==> src/rtl/gate_sweep_ctrl_if.sv <==
// Stimulus/capture bundle between the sweep controller and the gate under test.
// master = controller side, slave = gate/host side.
interface gate_sweep_ctrl_if;
  logic       start;
  logic [3:0] expect_tt;
  logic       z;
  logic       a;
  logic       b;
  logic       busy;
  logic       done;
  logic [3:0] tt;
  logic       pass;

  modport master (
    input  start, expect_tt, z,
    output a, b, busy, done, tt, pass
  );

  modport slave (
    output start, expect_tt, z,
    input  a, b, busy, done, tt, pass
  );
endinterface

==> src/rtl/gate_sweep_ctrl.sv <==
// Sweeps {a,b} through 00..11, holding each HOLD_CYCLES cycles, captures z at the
// end of each hold into a truth table and compares it with a latched expectation.
module gate_sweep_ctrl #(
  parameter int unsigned HOLD_CYCLES = 10,
  parameter int unsigned CNT_W       = 8
) (
  input  logic               clk,
  input  logic               rst,
  gate_sweep_ctrl_if.master  bus
);

  typedef enum logic [1:0] {
    S_IDLE,
    S_DRIVE,
    S_DONE
  } state_t;

  localparam logic [CNT_W-1:0] CNT_LAST = CNT_W'(HOLD_CYCLES - 1);

  state_t           r_state, w_state_nxt;
  logic [1:0]       r_idx,   w_idx_nxt;
  logic [1:0]       r_ab,    w_ab_nxt;
  logic [CNT_W-1:0] r_cnt,   w_cnt_nxt;
  logic [3:0]       r_exp,   w_exp_nxt;
  logic [3:0]       r_tt,    w_tt_nxt;
  logic             r_busy,  w_busy_nxt;
  logic             r_done,  w_done_nxt;
  logic             r_pass,  w_pass_nxt;

  always_ff @(posedge clk or posedge rst) begin
    if (rst) begin
      r_state <= S_IDLE;
      r_idx   <= '0;
      r_ab    <= '0;
      r_cnt   <= '0;
      r_exp   <= '0;
      r_tt    <= '0;
      r_busy  <= 1'b0;
      r_done  <= 1'b0;
      r_pass  <= 1'b0;
    end else begin
      r_state <= w_state_nxt;
      r_idx   <= w_idx_nxt;
      r_ab    <= w_ab_nxt;
      r_cnt   <= w_cnt_nxt;
      r_exp   <= w_exp_nxt;
      r_tt    <= w_tt_nxt;
      r_busy  <= w_busy_nxt;
      r_done  <= w_done_nxt;
      r_pass  <= w_pass_nxt;
    end
  end

  always_comb begin
    w_state_nxt = r_state;
    w_idx_nxt   = r_idx;
    w_ab_nxt    = r_ab;
    w_cnt_nxt   = r_cnt;
    w_exp_nxt   = r_exp;
    w_tt_nxt    = r_tt;
    w_busy_nxt  = r_busy;
    w_done_nxt  = r_done;
    w_pass_nxt  = r_pass;

    case (r_state)
      S_IDLE, S_DONE: begin
        if (bus.start) begin
          w_exp_nxt   = bus.expect_tt;
          w_idx_nxt   = '0;
          w_ab_nxt    = '0;
          w_cnt_nxt   = '0;
          w_tt_nxt    = '0;
          w_busy_nxt  = 1'b1;
          w_done_nxt  = 1'b0;
          w_pass_nxt  = 1'b0;
          w_state_nxt = S_DRIVE;
        end
      end

      S_DRIVE: begin
        if (r_cnt != CNT_LAST) begin
          w_cnt_nxt = r_cnt + CNT_W'(1);
        end else begin
          w_tt_nxt[r_idx] = bus.z;
          if (r_idx != 2'd3) begin
            w_idx_nxt = r_idx + 2'd1;
            w_ab_nxt  = r_idx + 2'd1;
            w_cnt_nxt = '0;
          end else begin
            // Final sample is still in flight, so compare using z directly.
            w_pass_nxt  = ({bus.z, r_tt[2:0]} == r_exp);
            w_ab_nxt    = '0;
            w_busy_nxt  = 1'b0;
            w_done_nxt  = 1'b1;
            w_state_nxt = S_DONE;
          end
        end
      end

      default: w_state_nxt = S_IDLE;
    endcase
  end

  assign bus.a    = r_ab[1];
  assign bus.b    = r_ab[0];
  assign bus.busy = r_busy;
  assign bus.done = r_done;
  assign bus.tt   = r_tt;
  assign bus.pass = r_pass;

endmodule
==> src/flat_wrapper.sv <==
// flat-port wrapper written by rule: the top's interface ports become plain ports
module gate_sweep_ctrl_flat 
#(
  parameter int unsigned HOLD_CYCLES = 10,
  parameter int unsigned CNT_W       = 8
)
  (clk, rst, bus_start, bus_expect_tt, bus_z, bus_a, bus_b, bus_busy, bus_done, bus_tt, bus_pass);
  gate_sweep_ctrl_if bus_i ();
  input  logic clk;
  input  logic rst;
  input wire logic [$bits(bus_i.start)-1:0] bus_start;
  input wire logic [$bits(bus_i.expect_tt)-1:0] bus_expect_tt;
  input wire logic [$bits(bus_i.z)-1:0] bus_z;
  output wire logic [$bits(bus_i.a)-1:0] bus_a;
  output wire logic [$bits(bus_i.b)-1:0] bus_b;
  output wire logic [$bits(bus_i.busy)-1:0] bus_busy;
  output wire logic [$bits(bus_i.done)-1:0] bus_done;
  output wire logic [$bits(bus_i.tt)-1:0] bus_tt;
  output wire logic [$bits(bus_i.pass)-1:0] bus_pass;
  assign bus_i.start = bus_start;
  assign bus_i.expect_tt = bus_expect_tt;
  assign bus_i.z = bus_z;
  assign bus_a = bus_i.a;
  assign bus_b = bus_i.b;
  assign bus_busy = bus_i.busy;
  assign bus_done = bus_i.done;
  assign bus_tt = bus_i.tt;
  assign bus_pass = bus_i.pass;
  gate_sweep_ctrl #(.HOLD_CYCLES(HOLD_CYCLES), .CNT_W(CNT_W)) u_core (.clk(clk), .rst(rst), .bus(bus_i));
endmodule
==> config.mk <==
export PLATFORM = sky130hd
export DESIGN_NAME = gate_sweep_ctrl_flat
export DESIGN_NICKNAME = d
export VERILOG_FILES = /design/src/rtl/gate_sweep_ctrl_if.sv /design/src/rtl/gate_sweep_ctrl.sv /design/src/flat_wrapper.sv
export SDC_FILE = /design/constraint.sdc
export NUM_CORES = 1
export LEC_CHECK = 0
export ABC_CLOCK_PERIOD_IN_PS = 2700
export BUFFER_PORTS_ARGS = -buffer_cell sky130_fd_sc_hd__buf_2
export CAP_MARGIN = 10
export CORE_UTILIZATION = 30
export DETAILED_ROUTE_END_ITERATION = 12
export PLACE_DENSITY = 0.58
export SLEW_MARGIN = 20
export SYNTH_ARGS = -nofsm -noshare
export SYNTH_HDL_FRONTEND = slang
export SYNTH_SLANG_ARGS = --single-unit
==> constraint.sdc <==
create_clock -name clk -period 2.7 [get_ports clk]
set_clock_uncertainty 0.2 [all_clocks]
set_input_delay 0.54 -clock clk [delete_from_list [all_inputs] [get_ports clk]]
set_output_delay 0.54 -clock clk [all_outputs]
set_load 0.01 [all_outputs]
==> results of run 1 <==
==> flip-flops by register name (all words and copies together), names as in the netlist <==
register / flops
u_core.r_idx: 2
u_core.bus.done: 1
u_core.r_cnt: 8
u_core.r_ab: 2
u_core.bus.tt: 4
u_core.r_exp: 4
u_core.bus.pass: 1
u_core.bus.busy: 1
u_core.r_state: 2
==> path summary, 6_finish.rpt <==
kind / startpoint / endpoint / slack (ns)
min reg2reg: u_core.bus.busy$_DFFE_PP0P_ / u_core.bus.busy$_DFFE_PP0P_ / 0.30
max: u_core.r_cnt[1]$_DFFE_PP0P_ / u_core.r_ab[0]$_DFFE_PP0P_ / 0.49
min in group clk: bus_expect_tt[2] / u_core.r_exp[2]$_DFFE_PP0P_ / 0.26
max reg2reg: u_core.r_cnt[1]$_DFFE_PP0P_ / u_core.r_ab[0]$_DFFE_PP0P_ / 0.49
min: rst / u_core.r_cnt[4]$_DFFE_PP0P_ / 0.10
max in group asynchronous: rst / u_core.r_idx[0]$_DFFE_PP0P_ / 1.95
==> routing by layer <==
| layer | part of all wire, % | track usage [%] | vias up |
|---|---|---|---|
| li1 | - | - | 492 |
| met1 | 47 | 16.37 | 481 |
| met2 | 48 | 23.04 | 18 |
| met3 | 4.0 | 3.500 | 5 |
| met4 | 0.61 | 2.344 | 0 |
| met5 | 0 | 0 | - |
==> layout by cell type, fill, tap and decap left out, types with 2 or more instances in the layout <==
cell | netlist | routed
clkbuf_8 | 1 | 3
a21o_2 | 2 | 2
xor2_1 | 2 | 2
inv_1 | 7 | 7
buf_4 | 0 | 3
o22ai_1 | 5 | 5
a21o_1 | 2 | 2
a32o_1 | 6 | 6
a21oi_1 | 4 | 4
nand2_1 | 15 | 15
o21ai_0 | 6 | 6
ha_1 | 6 | 6
a22o_1 | 3 | 3
nor2b_1 | 3 | 3
nor2_1 | 5 | 5
buf_2 | 0 | 16
and3_1 | 2 | 2
nor3_1 | 3 | 3
dfrtp_1 | 25 | 25
nand3_1 | 2 | 2
==> layout make-up <==
class / instances / area (um2)
Tap cell: 50 / 62.56
Multi-Input combinational cell: 87 / 614.3
Fill cell: 425 / 2631
Timing Repair Buffer: 19 / 102.6
Clock buffer: 3 / 41.29
Clock inverter: 1 / 7.507
Inverter: 8 / 30.03
Sequential cell: 25 / 625.6
==> power groups by stage <==
| stage | registers, mW | clock network [mW] | logic, mW |
|---|---|---|---|
| global route | 0.669 | 0.253 | 0.707 |
| detailed placement | 0.655 | 0 | 0.631 |
| finish | 0.645 | 0.223 | 0.625 |
| floorplan | 0.648 | 0 | 0.467 |
| global placement | 0.649 | 0 | 0.614 |
| CTS | 0.647 | 0.239 | 0.634 |
==> cell families after synthesis <==
| logic type | after synthesis | synth area share, % |
|---|---|---|
| buffers and inverters | 13 | 5.708 |
| XOR/XNOR | 2 | 1.332 |
| flip-flops | 25 | 47.57 |
| adder cells (fa/ha/maj) | 6 | 5.709 |
| AND/OR/NAND/NOR | 41 | 17.51 |
| AO/OA/AOI/OAI | 36 | 20.17 |
| multiplexers | 2 | 1.998 |
==> critical path: cells and delay by family (launching register included) <==
family	cells	cell delay, ns
fa+ha+maj	1	0.13
buf+inv	2	0.29
flops	1	0.40
mux	1	0.28
simple gates	3	0.80
==> metrics by stage <==
stage	setup WS (ns)	std cells
2_1_floorplan	0.6438	125
3_3_place_gp	0.5156	189
3_5_place_dp	0.4918	189
4_1_cts	0.4890	193
5_1_grt	0.3984	193
6_report	0.4946	193
==> results.tsv, run 1 <==
stage	metric	value	unit
outcome	status	complete, no violations	
timing	fin. max-slew vios	0	
cts	CTS Hold Bufs	0	
routing	Initial DRT Pass Iterations	4	
power	combinational power share	41.9	%
cts	worst skew pair latency	0.27	ns
yosys	Yosys reg bits	25	
routing	Post-Route WL	2615	um
cts	total CTS buffers	3	
global_routing	initial antenna violation count	0	
worst_setup_path	CP max stage cell	or4b_4	
worst_setup_path	Worst Path Max Fanout	8	
worst_setup_path	WP data arrival	2.17	ns
power	P_int	0.9122	mW
worst_setup_path	CP required	2.66	ns
yosys	top post-synthesis cells by count	dfrtp_1, nand2_1, inv_1	
yosys	largest area contributor in the netlist	dfrtp_1	
floorplanning	io pins	17	
worst_setup_path	crit-path max cell delay	0.50	ns
timing	crit path time final	2.205	ns
power	VDD IR max	466.6	uV
layout	Finished Cell Area	1484	um2
yosys	Post-synth EDFFs	0	
cts	CTS tree	built	
power	total power	1.493	mW
power	Leakage	0.7293	nW
power	Clock power frac	14.9	%
yosys	Yosys Warn Count	0	
layout	Area Growth Syn to Fin	12.84	%
worst_setup_path	crit start category	flip-flop	
placement	GPL Wtd Cong	0.7541	
timing	worst hold margin	0.1006	ns
yosys	Synthesized Nets	139	
yosys	count leader, synth	dfrtp_1	
cts	CTS root buffer	clkbuf_8	
power	Reg power frac	43.2	%
global_routing	GRT overflow	0	
layout	Final Core Density	36.06	%
timing	Fin. Hold Viols	0	
floorplanning	Die Y	68.21	um
routing	Iter 0 DRT Violations	71	
power	sw power	0.5806	mW
power	PD cells	1006	nW/um2
cts	H-tree depth	1	
yosys	mean post-synth cell area	10.52	um2
floorplanning	initial core utilization	31.95	%
yosys	ys async rst share	100.0	%
timing	Worst slew margin	62.41	%
min_path	HP Class	in2async	
cts	clock-pin slew on the worst setup and hold paths	0.09	ns
timing	setup TNS	0	ns
yosys	mapped cell area	1315	um2
floorplanning	std cell rows	23	
worst_setup_path	CP cell instances	inv_1, ha_1, or4b_4, nor3_4, buf_4, nor2_4, mux2_4	
timing	slew of the pin with the lowest slew margin	0.5626	ns
routing	average wire per standard cell	13.55	um
cts	clk sink count	25	
cts	setup repair bufs after CTS	0	
floorplanning	Die W	68.21	um
worst_setup_path	CP Class	reg2reg	
yosys	Syn Inst Count	125	
global_routing	first-pass GRT wire length	4616	um
layout	Nets	158	
routing	drc violations	0	
power	Sw Ratio	38.89	%
placement	port bufs	16	
routing	DR vias/cell	5.161	
routing	Via Count	996	
layout	diode count	0	
timing	final setup vio count	0	
placement	DPL Wire Length	2052	um
floorplanning	Total Die Area	4652	um2
yosys	ranking of synthesized cells by area	dfrtp_1, ha_1, a32o_1	
global_routing	GRT Util Overall	13.22	%
cts	maximum root-to-sink buffer count	2	
routing	post-route ant nets	0	
cts	Post-CTS Resized	0	
timing	Final period util	81.68	%
job	maxcap violations	0	
yosys	Yosys top cell area share	47.57	%
layout	layout cells sized above 1	24.48	%
global_routing	vias in the first global route	1001	
yosys	ys flop type	dfrtp_1	
placement	placed cell area	1435	um2
yosys	count of cell types in the netlist	43	
timing	RSZ-0062 raised after global routing	false	
yosys	register area share after synthesis	47.57	%
worst_setup_path	R2R depth	7	
timing	Peak Freq	453.4	MHz
worst_setup_path	crit path capture type	flip-flop	
global_routing	largest net degree at the start of global routing	26	
floorplanning	core area	4115	um2
Power figures use the tool's default switching activity.
==> inputs of run 2 (changes only) <==
ABC_CLOCK_PERIOD_IN_PS = 2150   (was 2700)
clock period = 2.15 ns   (was 2.7 ns; I/O delays follow)
==> run 2 against run 1 <==
Compared with the run above: non-clock buffer count rose by 10; combinational power increased by 51%; the flow now finishes with violations (negative hold slack); critical path depth is the same; count of clock-buffer cells in the layout did not move; register-to-register slack lost 0.43 ns; largest power group is now combinational logic; maximum frequency up 5.6%; critical path type unchanged; clock power grew 24%; worst setup slack worse by 0.43 ns; wire length increased by 7.4%; cell count rose by 5.2%.
==> results.tsv, run 2 (synthesis gave the netlist of run 1 again) <==
stage	metric	value	unit	change
placement	port bufs	16		unchanged
layout	Finished Cell Area	1577	um2	+6.2%
layout	most common cell after layout, fill and taps aside	dfrtp_1		
routing	Iter 0 DRT Violations	43		-39%
outcome	failing checks	negative hold slack		
floorplanning	io pins	17		unchanged
floorplanning	std cell rows	23		unchanged
layout	most frequent cells in the layout	dfrtp_1, buf_2, nand2_1		
cts	CTS tree	built		
placement	DP Worst Slack	0.03483	ns	-0.4569 ns
power	PD cells	1270	nW/um2	+26%
routing	Post-Route WL	2809	um	+7.4%
floorplanning	core area	4115	um2	unchanged
timing	Peak Freq	478.7	MHz	+5.6%
outcome	status	finished, violations left		
placement	GPL Wtd Cong	0.8012		+6.2%
worst_setup_path	crit-path max cell delay	0.51	ns	about the same
timing	crit path time final	2.089	ns	-0.1166 ns
layout	layout cells sized above 1	30.07	%	+5.6 points
layout	Area Growth Syn to Fin	19.89	%	
layout	max reg flops	8		unchanged
placement	DPL Wire Length	2121	um	+3.4%
cts	worst skew pair latency	0.27	ns	about the same
routing	average wire per standard cell	13.84	um	+2.1%
worst_setup_path	CP Class	reg2reg		
routing	drc violations	0		unchanged
timing	worst hold margin	-0.005634	ns	-0.1063 ns
job	maxcap violations	0		unchanged
routing	Via Count	1040		+4.4%
worst_setup_path	CP required	2.11	ns	-0.55 ns
timing	RSZ-0062 raised after global routing	true		
timing	Final period util	97.15	%	+15 points
layout	Most flops, register	u_core.r_cnt		
cts	clk sink count	25		unchanged
cts	total CTS buffers	3		unchanged
worst_setup_path	Worst Path Max Fanout	6		-2
timing	Worst slew margin	78.42	%	+16 points
min_path	HP Class	in2async		
routing	post-route ant nets	0		unchanged
cts	H-tree depth	1		unchanged
floorplanning	Die Y	68.21	um	unchanged
power	VDD IR max	541.9	uV	+16%
layout	Filler cells	419		-1.4%
timing	final setup vio count	0		unchanged
worst_setup_path	crit start category	flip-flop		
timing	smallest setup slack after layout	0.06119	ns	-0.4334 ns
cts	clock-pin slew on the worst setup and hold paths	0.09	ns	about the same
cts	setup repair bufs after CTS	0		unchanged
cts	maximum root-to-sink buffer count	2		unchanged
worst_setup_path	CP max stage cell	or4b_4		
global_routing	GRT Util Overall	13.61	%	+0.39 points
global_routing	GRT overflow	0		unchanged
cts	CTS Hold Bufs	0		unchanged
power	total power	2.002	mW	+34%
global_routing	largest net degree at the start of global routing	26		unchanged
timing	slew of the pin with the lowest slew margin	0.3237	ns	-0.2389 ns
cts	CTS root buffer	clkbuf_8		
layout	Nets	168		+6.3%
worst_setup_path	crit path capture type	flip-flop		
floorplanning	Total Die Area	4652	um2	unchanged
routing	Initial DRT Pass Iterations	4		unchanged
worst_setup_path	WP data arrival	2.05	ns	-0.12 ns
worst_setup_path	CP cell instances	inv_1, ha_1, or4b_4, nor3_4, buf_4, nor2_4, mux2_4		
floorplanning	initial core utilization	31.95	%	unchanged
timing	Fin. Hold Viols	18		+18
floorplanning	Die W	68.21	um	unchanged
global_routing	initial antenna violation count	0		unchanged
global_routing	first-pass GRT wire length	4657	um	+0.89%
layout	diode count	0		unchanged
placement	placed cell area	1510	um2	+5.2%
power	Leakage	0.7974	nW	+9.3%
global_routing	vias in the first global route	1045		+4.4%
routing	DR vias/cell	5.123		-0.73%
timing	fin. max-slew vios	0		unchanged
run 2: worst max-delay path: cells and delay by family (launching register included):
kind,cells,cell delay [ns]
adder cells (fa/ha/maj),1,0.14
buffers and inverters,2,0.25
flip-flops,1,0.38
multiplexers,1,0.28
AND/OR/NAND/NOR,3,0.72
run 2: power breakdown:
group / switching [mW] / internal [mW] / leakage, nW
clock network: 0.147 / 0.130 / 0.0255
logic: 0.492 / 0.452 / 0.453
registers: 0.134 / 0.647 / 0.319
total: 0.773 / 1.23 / 0.797
run 2: final timing paths:
path | startpoint | endpoint | slack (ns) | depth (start not counted)
worst max-delay path | u_core.r_cnt[1]$_DFFE_PP0P_ | u_core.r_ab[0]$_DFFE_PP0P_ | 0.06 | 7
worst min-delay path | rst | u_core.r_state[1]$_DFFE_PP0P_ | -0.006 | 3
worst max register to register | u_core.r_cnt[1]$_DFFE_PP0P_ | u_core.r_ab[0]$_DFFE_PP0P_ | 0.06 | 7
worst min register to register | u_core.bus.busy$_DFFE_PP0P_ | u_core.bus.busy$_DFFE_PP0P_ | 0.29 | 1
max in group asynchronous | rst | u_core.r_cnt[6]$_DFFE_PP0P_ | 1.51 | 3
min in group clk | bus_expect_tt[3] | u_core.r_exp[3]$_DFFE_PP0P_ | 0.15 | 3
run 2: metrics by stage:
| step | instances | hold slack [ns] | utilization, % | TNS (ns) |
|---|---|---|---|---|
| floorplan | 125 | 0.2573 | - | 0 |
| global placement | 199 | 0.2651 | 36.70 | 0 |
| detailed placement | 199 | 0.2663 | 36.70 | 0 |
| CTS | 203 | 0.003732 | 37.82 | 0 |
| global route | 203 | 0.01965 | 38.31 | -0.07660 |
| finish | 203 | -0.005634 | 38.31 | 0 |
run 2: layout make-up:
class,count,area [um2],area share (%)
clock buffer,3,41.29,2.619
clock inverter,1,5.005,0.3175
inverter,8,30.03,1.905
multi-input combinational,87,634.4,40.24
sequential,25,625.6,39.68
tap,50,62.56,3.968
timing repair buffer,29,177.7,11.27
run 2: per-layer routing:
layer | up-vias | global-route usage [%] | wire length, um
met5 | - | 0 | 0
met4 | 0 | 3.646 | 8
met3 | 2 | 4.000 | 137
met2 | 27 | 23.41 | 1373
met1 | 505 | 16.39 | 1289
li1 | 506 | - | -
run 2: repair_timing:
| action | 4_1_cts | 5_1_grt |
|---|---|---|
| endpoints found under the setup margin | 0 | 10 |
| resized for setup | 0 | 3 |
| endpoints found under the hold margin | 0 | 0 |
==> inputs of run 3 (changes only) <==
CTS_CLUSTER_SIZE = 25   (was unset)
RECOVER_POWER = 50   (was unset)
==> run 3 against run 2 <==
Compared with the run above: the run now ends clean; maximum frequency barely moved; total power about the same; clock power barely moved; combinational power about the same; critical path depth did not move; wire length barely moved; first-iteration DRC count unchanged; worst setup slack about the same; sequential power about the same; global-route usage is the same; cell count is the same.
==> results.tsv, run 3 (synthesis gave the netlist of run 1 again) <==
stage	metric	value	unit	change
timing	worst hold margin	0.1490	ns	+0.1546 ns
cts	clk sink count	25		unchanged
routing	Post-Route WL	2810	um	about the same
global_routing	GRT overflow	0		unchanged
cts	H-tree depth	1		unchanged
power	VDD IR max	541.9	uV	about the same
worst_setup_path	Worst Path Max Fanout	6		unchanged
layout	Nets	168		unchanged
floorplanning	io pins	17		unchanged
cts	Post-CTS Resized	0		unchanged
placement	DP Worst Slack	0.03483	ns	unchanged
routing	average wire per standard cell	13.84	um	about the same
timing	Worst slew margin	10.67	%	-68 points
power	PD cells	1272	nW/um2	+0.19%
timing	crit path time final	2.089	ns	+0.000001200 ns
layout	max reg flops	8		unchanged
floorplanning	Die W	68.21	um	unchanged
global_routing	largest net degree at the start of global routing	26		unchanged
cts	worst skew pair latency	0.27	ns	about the same
worst_setup_path	WP data arrival	2.05	ns	about the same
routing	Iter 0 DRT Violations	43		unchanged
layout	diode count	0		unchanged
min_path	HP Class	in2reg		
global_routing	first-pass GRT wire length	4657	um	unchanged
floorplanning	core area	4115	um2	unchanged
worst_setup_path	CP Class	reg2reg		
layout	Area Growth Syn to Fin	19.60	%	
worst_setup_path	CP required	2.11	ns	about the same
placement	DPL Wire Length	2121	um	unchanged
layout	most common cell after layout, fill and taps aside	dfrtp_1		
cts	CTS tree	built		
cts	clock-pin slew on the worst setup and hold paths	0.09	ns	about the same
cts	total CTS buffers	3		unchanged
timing	slew of the pin with the lowest slew margin	1.340	ns	+1.016 ns
timing	Final period util	97.15	%	about the same
global_routing	GRT Util Overall	13.61	%	unchanged
floorplanning	std cell rows	23		unchanged
job	maxcap violations	0		unchanged
layout	Most flops, register	u_core.r_cnt		
layout	layout cells sized above 1	29.41	%	-0.65 points
routing	post-route ant nets	0		unchanged
layout	most frequent cells in the layout	dfrtp_1, buf_2, nand2_1		
cts	maximum root-to-sink buffer count	2		unchanged
floorplanning	initial core utilization	31.95	%	unchanged
global_routing	vias in the first global route	1045		unchanged
outcome	status	complete, no violations		
cts	CTS root buffer	clkbuf_8		
floorplanning	Total Die Area	4652	um2	unchanged
routing	Via Count	1040		unchanged
routing	DR vias/cell	5.123		unchanged
global_routing	initial antenna violation count	0		unchanged
cts	setup repair bufs after CTS	0		unchanged
routing	Initial DRT Pass Iterations	4		unchanged
placement	port bufs	16		unchanged
worst_setup_path	crit path capture type	flip-flop		
timing	fin. max-slew vios	0		unchanged
routing	drc violations	0		unchanged
timing	Peak Freq	478.7	MHz	about the same
floorplanning	Die Y	68.21	um	unchanged
worst_setup_path	crit start category	flip-flop		
cts	CTS Hold Bufs	0		unchanged
timing	RSZ-0062 raised after global routing	true		
power	Leakage	0.7937	nW	-0.45%
placement	GPL Wtd Cong	0.8012		unchanged
timing	smallest setup slack after layout	0.06119	ns	-0.000001200 ns
timing	Fin. Hold Viols	0		-18
timing	final setup vio count	0		unchanged
[run 3: changes by cell type in the layout (fill, tap and decap cells not counted)]
| cell | before | now |
|---|---|---|
| clkbuf_1 | 0 | 1 |
| buf_4 | 13 | 12 |
[run 3: final cells by class]
type                    count  area (um2)
clock buffers               3       41.29
multi-input cells          87       634.4
clock inverters             1       5.005
inverters                   8       30.03
fillers                   419        2542
flip-flops and latches     25       625.6
repair buffers             29       173.9
well taps                  50       62.56
[run 3: per-layer routing]
metal / routed length [um] / share of wire [%] / GRT usage, %
met1: 1289 / 46 / 16.39
met2: 1374 / 49 / 23.41
met3: 137 / 4.9 / 4.000
met4: 8 / 0.28 / 3.646
met5: 0 / 0 / 0
[run 3: stage by stage]
stage                     instances  utilization, %  power, mW  TNS [ns]  cell area (um2)
after floorplan                 125               -      1.400         0             1315
after global placement          199           36.70      1.669         0             1510
after detailed placement        199           36.70      1.714         0             1510
after CTS                       203           37.82      1.997         0             1556
after global routing            203           38.22      2.175  -0.07660             1573
final                           203           38.22      2.001         0             1573
[run 3: report_power, final]
group	switching [mW]	internal, mW
clock	0.147	0.130
sequential	0.134	0.647
combinational	0.492	0.451
total	0.773	1.23
[run 3: critical path, stage by stage (launching register included)]
cell,delay (ns)
dfrtp_1,0.38
inv_1,0.07
ha_1,0.14
or4b_4,0.51
nor3_4,0.17
buf_4,0.18
nor2_4,0.04
mux2_4,0.28
[run 3: worst paths after layout]
check | startpoint | end | slack [ns] | cells past startpoint
worst min-delay path | bus_expect_tt[3] | u_core.r_exp[3]$_DFFE_PP0P_ | 0.15 | 3
min in group asynchronous | rst | u_core.r_state[1]$_DFFE_PP0P_ | 0.39 | 3
worst min register to register | u_core.bus.busy$_DFFE_PP0P_ | u_core.bus.busy$_DFFE_PP0P_ | 0.29 | 1
worst max register to register | u_core.r_cnt[1]$_DFFE_PP0P_ | u_core.r_ab[0]$_DFFE_PP0P_ | 0.06 | 7
max in group asynchronous | rst | u_core.r_cnt[6]$_DFFE_PP0P_ | 0.57 | 3
worst max-delay path | u_core.r_cnt[1]$_DFFE_PP0P_ | u_core.r_ab[0]$_DFFE_PP0P_ | 0.06 | 7
